### src/rtl/opf_pkg.sv
// Shared definitions for the operand-fetch stage: instruction field slices,
// funct encodings and default sizing.
package opf_pkg;

    localparam int NREG_DEF = 32;
    localparam int DW_DEF   = 32;
    localparam int AW       = 5;

    localparam int RS_MSB    = 25;
    localparam int RS_LSB    = 21;
    localparam int RT_MSB    = 20;
    localparam int RT_LSB    = 16;
    localparam int RD_MSB    = 15;
    localparam int RD_LSB    = 11;
    localparam int FUNCT_MSB = 5;
    localparam int FUNCT_LSB = 0;

    localparam logic [5:0] FUNCT_PASS = 6'b000000;
    localparam logic [5:0] FUNCT_ADD  = 6'b000001;

    typedef logic [AW-1:0] reg_idx_t;

endpackage

### src/rtl/opf_if.sv
// Bus bundle for operand_fetch: instruction input handshake, ALU-facing
// output handshake and the write-back port.
// slave  = the operand_fetch stage, master = its environment (decode/ALU).
interface opf_if import opf_pkg::*; #(
    parameter int DW = DW_DEF
) ();

    logic           in_valid;
    logic           in_ready;
    logic [31:0]    instr;
    logic           out_valid;
    logic           out_ready;
    logic [DW-1:0]  Src_1;
    logic [DW-1:0]  Src_2;
    logic [5:0]     Funct;
    logic [AW-1:0]  out_rd;
    logic           wb_en;
    logic [AW-1:0]  wb_addr;
    logic [DW-1:0]  wb_data;

    modport slave (
        input  in_valid, instr, out_ready, wb_en, wb_addr, wb_data,
        output in_ready, out_valid, Src_1, Src_2, Funct, out_rd
    );

    modport master (
        output in_valid, instr, out_ready, wb_en, wb_addr, wb_data,
        input  in_ready, out_valid, Src_1, Src_2, Funct, out_rd
    );

endinterface

### src/rtl/opf_regfile.sv
// Register file: two asynchronous read ports, one synchronous write port,
// r0 hardwired to zero, whole array cleared by asynchronous reset.
module opf_regfile import opf_pkg::*; #(
    parameter int NREG = NREG_DEF,
    parameter int DW   = DW_DEF
) (
    input  logic          clk,
    input  logic          rst,
    input  logic [AW-1:0] ra1,
    input  logic [AW-1:0] ra2,
    output logic [DW-1:0] rd1,
    output logic [DW-1:0] rd2,
    input  logic          we,
    input  logic [AW-1:0] wa,
    input  logic [DW-1:0] wd
);

    logic [DW-1:0] mem [NREG];

    // Write port; r0 is never written so it stays at its reset value of zero.
    always_ff @(posedge clk or posedge rst) begin
        if (rst) begin
            for (int i = 0; i < NREG; i++) begin
                mem[i] <= '0;
            end
        end else if (we && (wa != '0)) begin
            mem[wa] <= wd;
        end
    end

    // Read ports force zero for r0 independent of array contents.
    always_comb begin
        rd1 = (ra1 == '0) ? '0 : mem[ra1];
        rd2 = (ra2 == '0) ? '0 : mem[ra2];
    end

endmodule

### src/rtl/operand_fetch.sv
// Operand-fetch issue stage: decodes an R-type word, reads rs/rt from the
// register file, tracks in-flight destinations in a pending scoreboard to
// stall read-after-write hazards, and presents operands to the ALU through a
// one-entry valid/ready register.
// Optional build macro OPF_WB_BYPASS_EN: forwards same-cycle write-back data
// into the issuing instruction's operands and lifts the matching hazard.
module operand_fetch import opf_pkg::*; #(
    parameter int NREG = NREG_DEF,
    parameter int DW   = DW_DEF
) (
    input  logic  clk,
    input  logic  rst,
    opf_if.slave  bus
);

    logic [AW-1:0]   rs_p0, rt_p0, rd_p0;
    logic [5:0]      funct_p0;
    logic [DW-1:0]   rf_rd1, rf_rd2;
    logic [DW-1:0]   src1_p0, src2_p0;
    logic            pend_rs, pend_rt;
    logic            hz, in_rdy, issue;
    logic [NREG-1:0] pend_p1, pend_nxt;

    logic            vld_p1;
    logic [DW-1:0]   src1_p1, src2_p1;
    logic [5:0]      funct_p1;
    logic [AW-1:0]   rd_p1;

    logic            unused_instr_bits;

    assign rs_p0    = bus.instr[RS_MSB:RS_LSB];
    assign rt_p0    = bus.instr[RT_MSB:RT_LSB];
    assign rd_p0    = bus.instr[RD_MSB:RD_LSB];
    assign funct_p0 = bus.instr[FUNCT_MSB:FUNCT_LSB];
    assign unused_instr_bits = ^{bus.instr[31:26], bus.instr[10:6]};

    opf_regfile #(.NREG(NREG), .DW(DW)) u_rf (
        .clk (clk),
        .rst (rst),
        .ra1 (rs_p0),
        .ra2 (rt_p0),
        .rd1 (rf_rd1),
        .rd2 (rf_rd2),
        .we  (bus.wb_en),
        .wa  (bus.wb_addr),
        .wd  (bus.wb_data)
    );

`ifdef OPF_WB_BYPASS_EN
    logic wb_hit_rs, wb_hit_rt;
    assign wb_hit_rs = bus.wb_en && (bus.wb_addr != '0) && (bus.wb_addr == rs_p0);
    assign wb_hit_rt = bus.wb_en && (bus.wb_addr != '0) && (bus.wb_addr == rt_p0);

    // A write-back landing this cycle both supplies the operand and retires its pending mark.
    always_comb begin
        pend_rs = pend_p1[rs_p0] && !wb_hit_rs;
        pend_rt = pend_p1[rt_p0] && !wb_hit_rt;
        src1_p0 = wb_hit_rs ? bus.wb_data : rf_rd1;
        src2_p0 = wb_hit_rt ? bus.wb_data : rf_rd2;
    end
`else
    // Without forwarding a same-cycle write-back still counts as pending; the
    // dependent instruction reads the updated file one cycle later.
    always_comb begin
        pend_rs = pend_p1[rs_p0];
        pend_rt = pend_p1[rt_p0];
        src1_p0 = rf_rd1;
        src2_p0 = rf_rd2;
    end
`endif

    // Hazard and handshake; self-dependency is not a hazard because rd is
    // only marked pending once the instruction actually issues.
    always_comb begin
        hz     = bus.in_valid && (((rs_p0 != '0) && pend_rs) || ((rt_p0 != '0) && pend_rt));
        in_rdy = (!vld_p1 || bus.out_ready) && !hz;
        issue  = bus.in_valid && in_rdy;
    end

    // Scoreboard next state: write-back clears, issue sets afterwards so set
    // wins on a same-index collision; r0 is never pending.
    always_comb begin
        pend_nxt = pend_p1;
        if (bus.wb_en) begin
            pend_nxt[bus.wb_addr] = 1'b0;
        end
        if (issue && (rd_p0 != '0)) begin
            pend_nxt[rd_p0] = 1'b1;
        end
        pend_nxt[0] = 1'b0;
    end

    // Scoreboard register.
    always_ff @(posedge clk or posedge rst) begin
        if (rst) begin
            pend_p1 <= '0;
        end else begin
            pend_p1 <= pend_nxt;
        end
    end

    // ---- stage boundary: issue -> ALU output register ----
    // Output register loads on issue, drops valid on drain, otherwise holds.
    always_ff @(posedge clk or posedge rst) begin
        if (rst) begin
            vld_p1   <= 1'b0;
            src1_p1  <= '0;
            src2_p1  <= '0;
            funct_p1 <= '0;
            rd_p1    <= '0;
        end else if (issue) begin
            vld_p1   <= 1'b1;
            src1_p1  <= src1_p0;
            src2_p1  <= src2_p0;
            funct_p1 <= funct_p0;
            rd_p1    <= rd_p0;
        end else if (vld_p1 && bus.out_ready) begin
            vld_p1   <= 1'b0;
        end
    end

    assign bus.in_ready  = in_rdy;
    assign bus.out_valid = vld_p1;
    assign bus.Src_1     = src1_p1;
    assign bus.Src_2     = src2_p1;
    assign bus.Funct     = funct_p1;
    assign bus.out_rd    = rd_p1;

endmodule
### src/flat_wrapper.sv
// flat-port wrapper written by rule: the top's interface ports become plain ports
module operand_fetch_flat import opf_pkg::*;
#(
    parameter int NREG = NREG_DEF,
    parameter int DW   = DW_DEF
)
  (clk, rst, bus_in_valid, bus_instr, bus_out_ready, bus_wb_en, bus_wb_addr, bus_wb_data, bus_in_ready, bus_out_valid, bus_Src_1, bus_Src_2, bus_Funct, bus_out_rd);
  opf_if #(.DW(DW)) bus_i ();
  input  logic clk;
  input  logic rst;
  input wire logic [$bits(bus_i.in_valid)-1:0] bus_in_valid;
  input wire logic [$bits(bus_i.instr)-1:0] bus_instr;
  input wire logic [$bits(bus_i.out_ready)-1:0] bus_out_ready;
  input wire logic [$bits(bus_i.wb_en)-1:0] bus_wb_en;
  input wire logic [$bits(bus_i.wb_addr)-1:0] bus_wb_addr;
  input wire logic [$bits(bus_i.wb_data)-1:0] bus_wb_data;
  output wire logic [$bits(bus_i.in_ready)-1:0] bus_in_ready;
  output wire logic [$bits(bus_i.out_valid)-1:0] bus_out_valid;
  output wire logic [$bits(bus_i.Src_1)-1:0] bus_Src_1;
  output wire logic [$bits(bus_i.Src_2)-1:0] bus_Src_2;
  output wire logic [$bits(bus_i.Funct)-1:0] bus_Funct;
  output wire logic [$bits(bus_i.out_rd)-1:0] bus_out_rd;
  assign bus_i.in_valid = bus_in_valid;
  assign bus_i.instr = bus_instr;
  assign bus_i.out_ready = bus_out_ready;
  assign bus_i.wb_en = bus_wb_en;
  assign bus_i.wb_addr = bus_wb_addr;
  assign bus_i.wb_data = bus_wb_data;
  assign bus_in_ready = bus_i.in_ready;
  assign bus_out_valid = bus_i.out_valid;
  assign bus_Src_1 = bus_i.Src_1;
  assign bus_Src_2 = bus_i.Src_2;
  assign bus_Funct = bus_i.Funct;
  assign bus_out_rd = bus_i.out_rd;
  operand_fetch #(.NREG(NREG), .DW(DW)) u_core (.clk(clk), .rst(rst), .bus(bus_i));
endmodule
### config.mk
export PLATFORM = sky130hd
export DESIGN_NAME = operand_fetch_flat
export DESIGN_NICKNAME = d
export VERILOG_FILES = /design/src/rtl/opf_pkg.sv /design/src/rtl/opf_if.sv /design/src/rtl/opf_regfile.sv /design/src/rtl/operand_fetch.sv /design/src/flat_wrapper.sv
export SDC_FILE = /design/constraint.sdc
export NUM_CORES = 2
export LEC_CHECK = 0
export ABC_CLOCK_PERIOD_IN_PS = 92800
export BUFFER_PORTS_ARGS = -buffer_cell sky130_fd_sc_hd__buf_2
export CELL_PAD_IN_SITES_DETAIL_PLACEMENT = 1
export CELL_PAD_IN_SITES_GLOBAL_PLACEMENT = 2
export CORE_AREA = 2 2 386 388
export CTS_CLUSTER_SIZE = 28
export DETAILED_ROUTE_END_ITERATION = 16
export DIE_AREA = 0 0 388 390
export PLACE_DENSITY = 0.67
export SETUP_SLACK_MARGIN = 0.4
export SLEW_MARGIN = 0
export SYNTH_ARGS = -nofsm -noshare
export SYNTH_HDL_FRONTEND = slang
export SYNTH_SLANG_ARGS = --single-unit
### constraint.sdc
create_clock -name clk -period 92.8 [get_ports clk]
set_clock_uncertainty 0.2 [all_clocks]
set_input_delay 9.28 -clock clk [delete_from_list [all_inputs] [get_ports clk]]
set_output_delay 9.28 -clock clk [all_outputs]
set_load 0.02 [all_outputs]
# [After elaboration in Yosys (flattened, before gate mapping)]
# Cells that the tools add are included.
[op_classes] n_reduce_logical=22 order_cmp=10 mux=23 bitwise_logic=6
[ops] cell="$bwmux 1024" n=1
[ops] cell="$bmux 32 s5" n=2
[ops] cell="$mux 32" n=9
[ops] cell="$demux 32 s5" n=1
[ops] cell="$and 32x32->32" n=1
[ops] cell="$not 32->32" n=1
[ops] cell="$or 32x32->32" n=1
[ops] cell="$lt 5x6->1 const B" n=4
[ops] cell="$reduce_bool 5->1" n=4
[ops] cell="$ge 6x6->1 const B" n=3
[ops] cell="$not 5->6" n=3
[ops] cell="$logic_and 1x1->1" n=11
[ops] cell="$bmux 1 s5" n=2
[ops] cell="$demux 1 s5" n=2
[ops] cell="$ge 5x1->1 const B" n=2
[ops] cell="$logic_not 5->1" n=2
[ops] cell="$lt 6x1->1 const B" n=1
[ops] cell="$mux 1" n=6
[ops] cell="$logic_not 1->1" n=2
[ops] cell="$logic_or 1x1->1" n=2
[ops] cell="$reduce_bool 2->1" n=1
[word_totals] register_bits=1131 output_inout_bits=77 wordCells=99 inputBits=74

# [Logic depth before layout (Yosys ltp)]
[logic_depth] word_depth=10 depth_mapped=11 ltp_nobuf=6

# [Cells and area by module]
# Synthesis repeated with hierarchy kept, for this count alone.
[unflattened] hier_cells=4073 hier_area_um2=59749.8
[by_module_without_submodules] module="opf_regfile" area_each_um2=54695.0 seq_area_each_um2=25624.6 cells_per_inst=3692 instances=1
[by_module_without_submodules] module="operand_fetch" area_each_um2=5054.8 seq_area_each_um2=2677.6 cells_per_inst=381 instances=1

# [Worst setup path after synthesis]
# No wires, ideal clock.
[synth_timing] path_type="in2out" from="input port bus_instr[16]" to="output port bus_in_ready" path_stages=8 path_slack_ps=72162 required_ps=83320 arrival_ps=11158 n_path_buf=2 path_cell_list="buf_6 > mux4_2 > o22ai_1 > a211oi_1 > or3b_1 > a21oi_4 > buf_4 > o21a_1"
[synth_between] elab_chain_len=7 word_cells_on_any_way=8 classes_between="mux: 2; reduce/logical: 6"
[synth_rtl] element="start, declared" line_no="flat_wrapper.sv:12" rtl="input wire logic [$bits(bus_i.instr)-1:0] bus_instr;"
[synth_rtl] element="$bmux 1 s5" line_no="operand_fetch.sv:66" rtl="pend_rt = pend_p1[rt_p0];"
[synth_rtl] element="$mux 1 (not written as such)" line_no="operand_fetch.sv:66"
[synth_rtl] element="$logic_and 1x1->1 *" line_no="operand_fetch.sv:75" rtl="hz = bus.in_valid && (((rs_p0 != '0) && pend_rs) || ((rt_p0 != '0) && pend_rt));"
[synth_rtl] element="$logic_or 1x1->1 *" line_no="operand_fetch.sv:75"
[synth_rtl] element="$logic_and 1x1->1 *" line_no="operand_fetch.sv:75"
[synth_rtl] element="$logic_not 1->1 *" line_no="operand_fetch.sv:76" rtl="in_rdy = (!vld_p1 || bus.out_ready) && !hz;"
[synth_rtl] element="$logic_and 1x1->1 *" line_no="operand_fetch.sv:76"
[synth_rtl] element="end, declared" line_no="flat_wrapper.sv:17" rtl="output wire logic [$bits(bus_i.in_ready)-1:0] bus_in_ready;"
# Every way passes the cells marked *; elsewhere a longest branch is shown, timed or not. The select of a mux whose other input is x is not followed.

# [Worst setup path in the final report]
# Same ends and word-level chain as after synthesis.

==> results.json <==
{
  "fp.dieW_um": 388,
  "clk_latency_ns": 0.78,
  "crit_slowest_cell": "buf_4",
  "synthCells": 3652,
  "worstMarginPinSlew_ns": 1.28,
  "yosysWarnings": 0,
  "ios": 151,
  "worst_r2r_path_depth": 7,
  "max_freq_ghz": 0.0456,
  "syn-num-nets": 3726,
  "min_period_over_period": 0.236,
  "final_cell_mix": "dfrtp_1, mux2_2, mux4_2",
  "crit_path_start_kind": "primary input",
  "grt_pass1_vias": 37400,
  "ctsHoldBuffers": 0,
  "setup_tns_ns": 0,
  "firstDrtPassIters": 5,
  "grt_pass1_wl_um": 275000,
  "seqPwrFrac": 0.437,
  "crit_chain": "buf_8 -> buf_4 -> mux4_2 -> o22ai_1 -> a211oi_1 -> or3b_1 -> a21oi_4 -> o21a_1 -> buf_2",
  "ys_seq_area_frac": 0.482,
  "end_kind": "primary output",
  "powerDensity_nw_per_um2": 23.3,
  "cp_max_fo": 57,
  "cp.depth": 9,
  "place_congestion": 0.744,
  "peakVddDrop_mv": 0.0141,
  "grt_setup_unrepaired": "no",
  "cpPeakStageDelay_ns": 0.67,
  "status": "completed",
  "coreArea_um2": 147000,
  "worstPathRequired_ns": 83.32,
  "fillers": 14200,
  "crit_type": "in -> out",
  "grt_max_degree": 160,
  "cts.sinks": 1131,
  "die_h_um": 390,
  "cts_tree": "yes",
  "min_path_type": "reg -> reg",
  "async_flop_share": 1.00,
  "setup_viol": 0,
  "max_cap_viol_count": 0,
  "crit_buf_inv": 3,
  "dieArea_um2": 151000,
  "pre_cts_ws_ns": 70.79,
  "start_util": 0.399,
  "ctsResizeCount": 0,
  "drtIter0Drc": 2256,
  "io_buffers": 139,
  "post_cts_buffers": 0,
  "layout_commonest_cell": "dfrtp_1",
  "synth_area_um2": 58700,
  "cts_made_buffers": 134,
  "setup_ws_ns": 70.85,
  "ys_seq_elements": 1131,
  "grt_antenna_before_repair": 17,
  "slew_viol_final": 0,
  "fin_nets": 3656,
  "arrival_ns": 12.47,
  "routedWlPerCell_um": 33.2,
  "drive_gt1_frac": 0.586,
  "net-switching-power_uw": 422,
  "hpwl_um": 102000,
  "cts-root-buf": "clkbuf_16",
  "vias_per_cell": 6.17,
  "synth_cell_type_count": 48,
  "power_frac_comb": 0.211,
  "grt-ovfl-total": 0,
  "switching_share": 0.277,
  "track_usage": 0.251,
  "max_slew_margin": 0.144,
  "routed_wl_um": 186000,
  "p_int_mw": 1.10,
  "dr_total_vias": 34600,
  "min_path_cells": 0,
  "ctsHtreeMaxLevel": 4,
  "cts.clk_slew.worst_paths_ns": 0.06,
  "path_delay_family": "buffers and inverters",
  "final_antenna_net_count": 0,
  "synthFlopType": "dfrtp_1",
  "rows": 141,
  "cts_buffer_depth": 3,
  "p_leak_nw": 28.0,
  "clkPwrFrac": 0.352,
  "period_minus_slack_ns": 21.95,
  "drt_drc_violations_left": 0,
  "avgSynthCellArea_um2": 16.1,
  "finalHoldViolations": 0,
  "syn_to_final_growth_pct": 11.4,
  "synth_edf_count": 0
}
registers in the layout, summed over array words and instances, names as in the netlist:
signal	cells
u_core.bus.Funct	6
u_core.bus.Src_1	32
u_core.bus.Src_2	32
u_core.bus.out_rd	5
u_core.bus.out_valid	1
u_core.pend_p1	31
u_core.u_rf.mem	1024
metrics by stage:
stage / power, mW / utilization / hold slack (ns) / std cells / instance area, um2
finish: 1.52 / 0.444 / 0.195 / 5613 / 65400
global route: 1.59 / 0.444 / 0.211 / 5608 / 65400
CTS: 1.54 / 0.444 / 0.196 / 5608 / 65400
detailed placement: 0.996 / 0.414 / 0.183 / 5376 / 60900
global placement: 0.982 / 0.414 / 0.176 / 5376 / 60900
floorplan: 0.900 / - / 0.241 / 3652 / 58700
power groups by stage:
stage               clock network, mW  logic (mW)  registers, mW
floorplan                           0       0.234          0.666
global placement                    0       0.318          0.664
detailed placement                  0       0.324          0.671
CTS                             0.548       0.325          0.663
global route                    0.568       0.344          0.679
finish                          0.535       0.321          0.665
cell usage after synthesis, types with 2 or more instances:
library cell	instances	area, um2
mux2_1	8	90.1
o22ai_1	5	31.3
a32o_1	35	350
a21oi_1	8	40.0
buf_6	12	135
dfrtp_1	1131	28300
nor2b_1	7	43.8
o21ai_0	29	145
or3b_2	2	17.5
mux4_2	635	14300
or2_2	5	31.3
mux2_2	1061	11900
a31oi_1	5	31.3
inv_1	80	300
buf_1	83	312
clkbuf_1	242	908
nor4b_1	2	17.5
buf_2	58	290
a22oi_1	2	15.0
nand3b_1	4	30.0
o21ai_1	33	165
nor3_1	5	25.0
nor2_1	28	105
buf_4	14	105
nor3b_1	6	45.0
and2_1	2	12.5
mux2i_1	27	270
o32ai_1	2	17.5
nand2b_1	6	37.5
nand3_1	10	50.1
nand2_1	85	319
a211o_1	4	35.0
logic make-up (layout without fill, tap and decap cells):
| family | Yosys count | after routing | share of synthesized area |
|---|---|---|---|
| compound gates | 133 | 133 | 0.0157 |
| buf+inv | 489 | 515 | 0.0350 |
| flops | 1131 | 1131 | 0.482 |
| mux | 1731 | 1731 | 0.454 |
| other cells | 0 | 5 | 0 |
| simple gates | 168 | 168 | 0.0134 |
worst register-to-register path: stages, from the launching register on:
cell and delay, ns:
dfrtp_1 0.41, mux2i_1 0.10, mux4_2 0.49, a22oi_1 0.32
nand2_1 0.16, nand2_4 0.38, buf_4 0.75, mux2_2 0.58
area by class of cell:
type | instances | area (um2) | share of cell area
flip-flops and latches | 1131 | 28300 | 0.433
clock buffers | 206 | 4190 | 0.0641
inverters | 80 | 308 | 0.00471
well taps | 1930 | 2410 | 0.0369
repair buffers | 203 | 1320 | 0.0202
clock inverters | 26 | 262 | 0.00400
multi-input cells | 2032 | 28600 | 0.437
diodes | 5 | 12.5 | 0.000191
worst paths after layout:
kind	start	to	slack, ns
setup / recovery	bus_instr[16]	bus_in_ready	70.85
hold / removal	u_core.u_rf.mem[997]$_DFFE_PP0P_	u_core.u_rf.mem[997]$_DFFE_PP0P_	0.20
setup reg to reg	u_core.pend_p1[3]$_DFF_PP0_	u_core.bus.Src_2[23]$_DFFE_PP0P_	89.30
hold reg to reg	u_core.u_rf.mem[997]$_DFFE_PP0P_	u_core.u_rf.mem[997]$_DFFE_PP0P_	0.20
max in group asynchronous	rst	u_core.u_rf.mem[882]$_DFFE_PP0P_	80.80
min in group asynchronous	rst	u_core.u_rf.mem[963]$_DFFE_PP0P_	8.47
per-layer routing:
metal	GRT usage	routed length (um)	vias to the layer above	part of all wire
met5	0	96	-	0.00051
met1	0.365	86000	19500	0.46
met2	0.391	87000	794	0.47
met3	0.0411	8730	311	0.047
li1	-	-	14000	-
met4	0.0698	4660	16	0.025
Power figures use the tool's default switching activity.
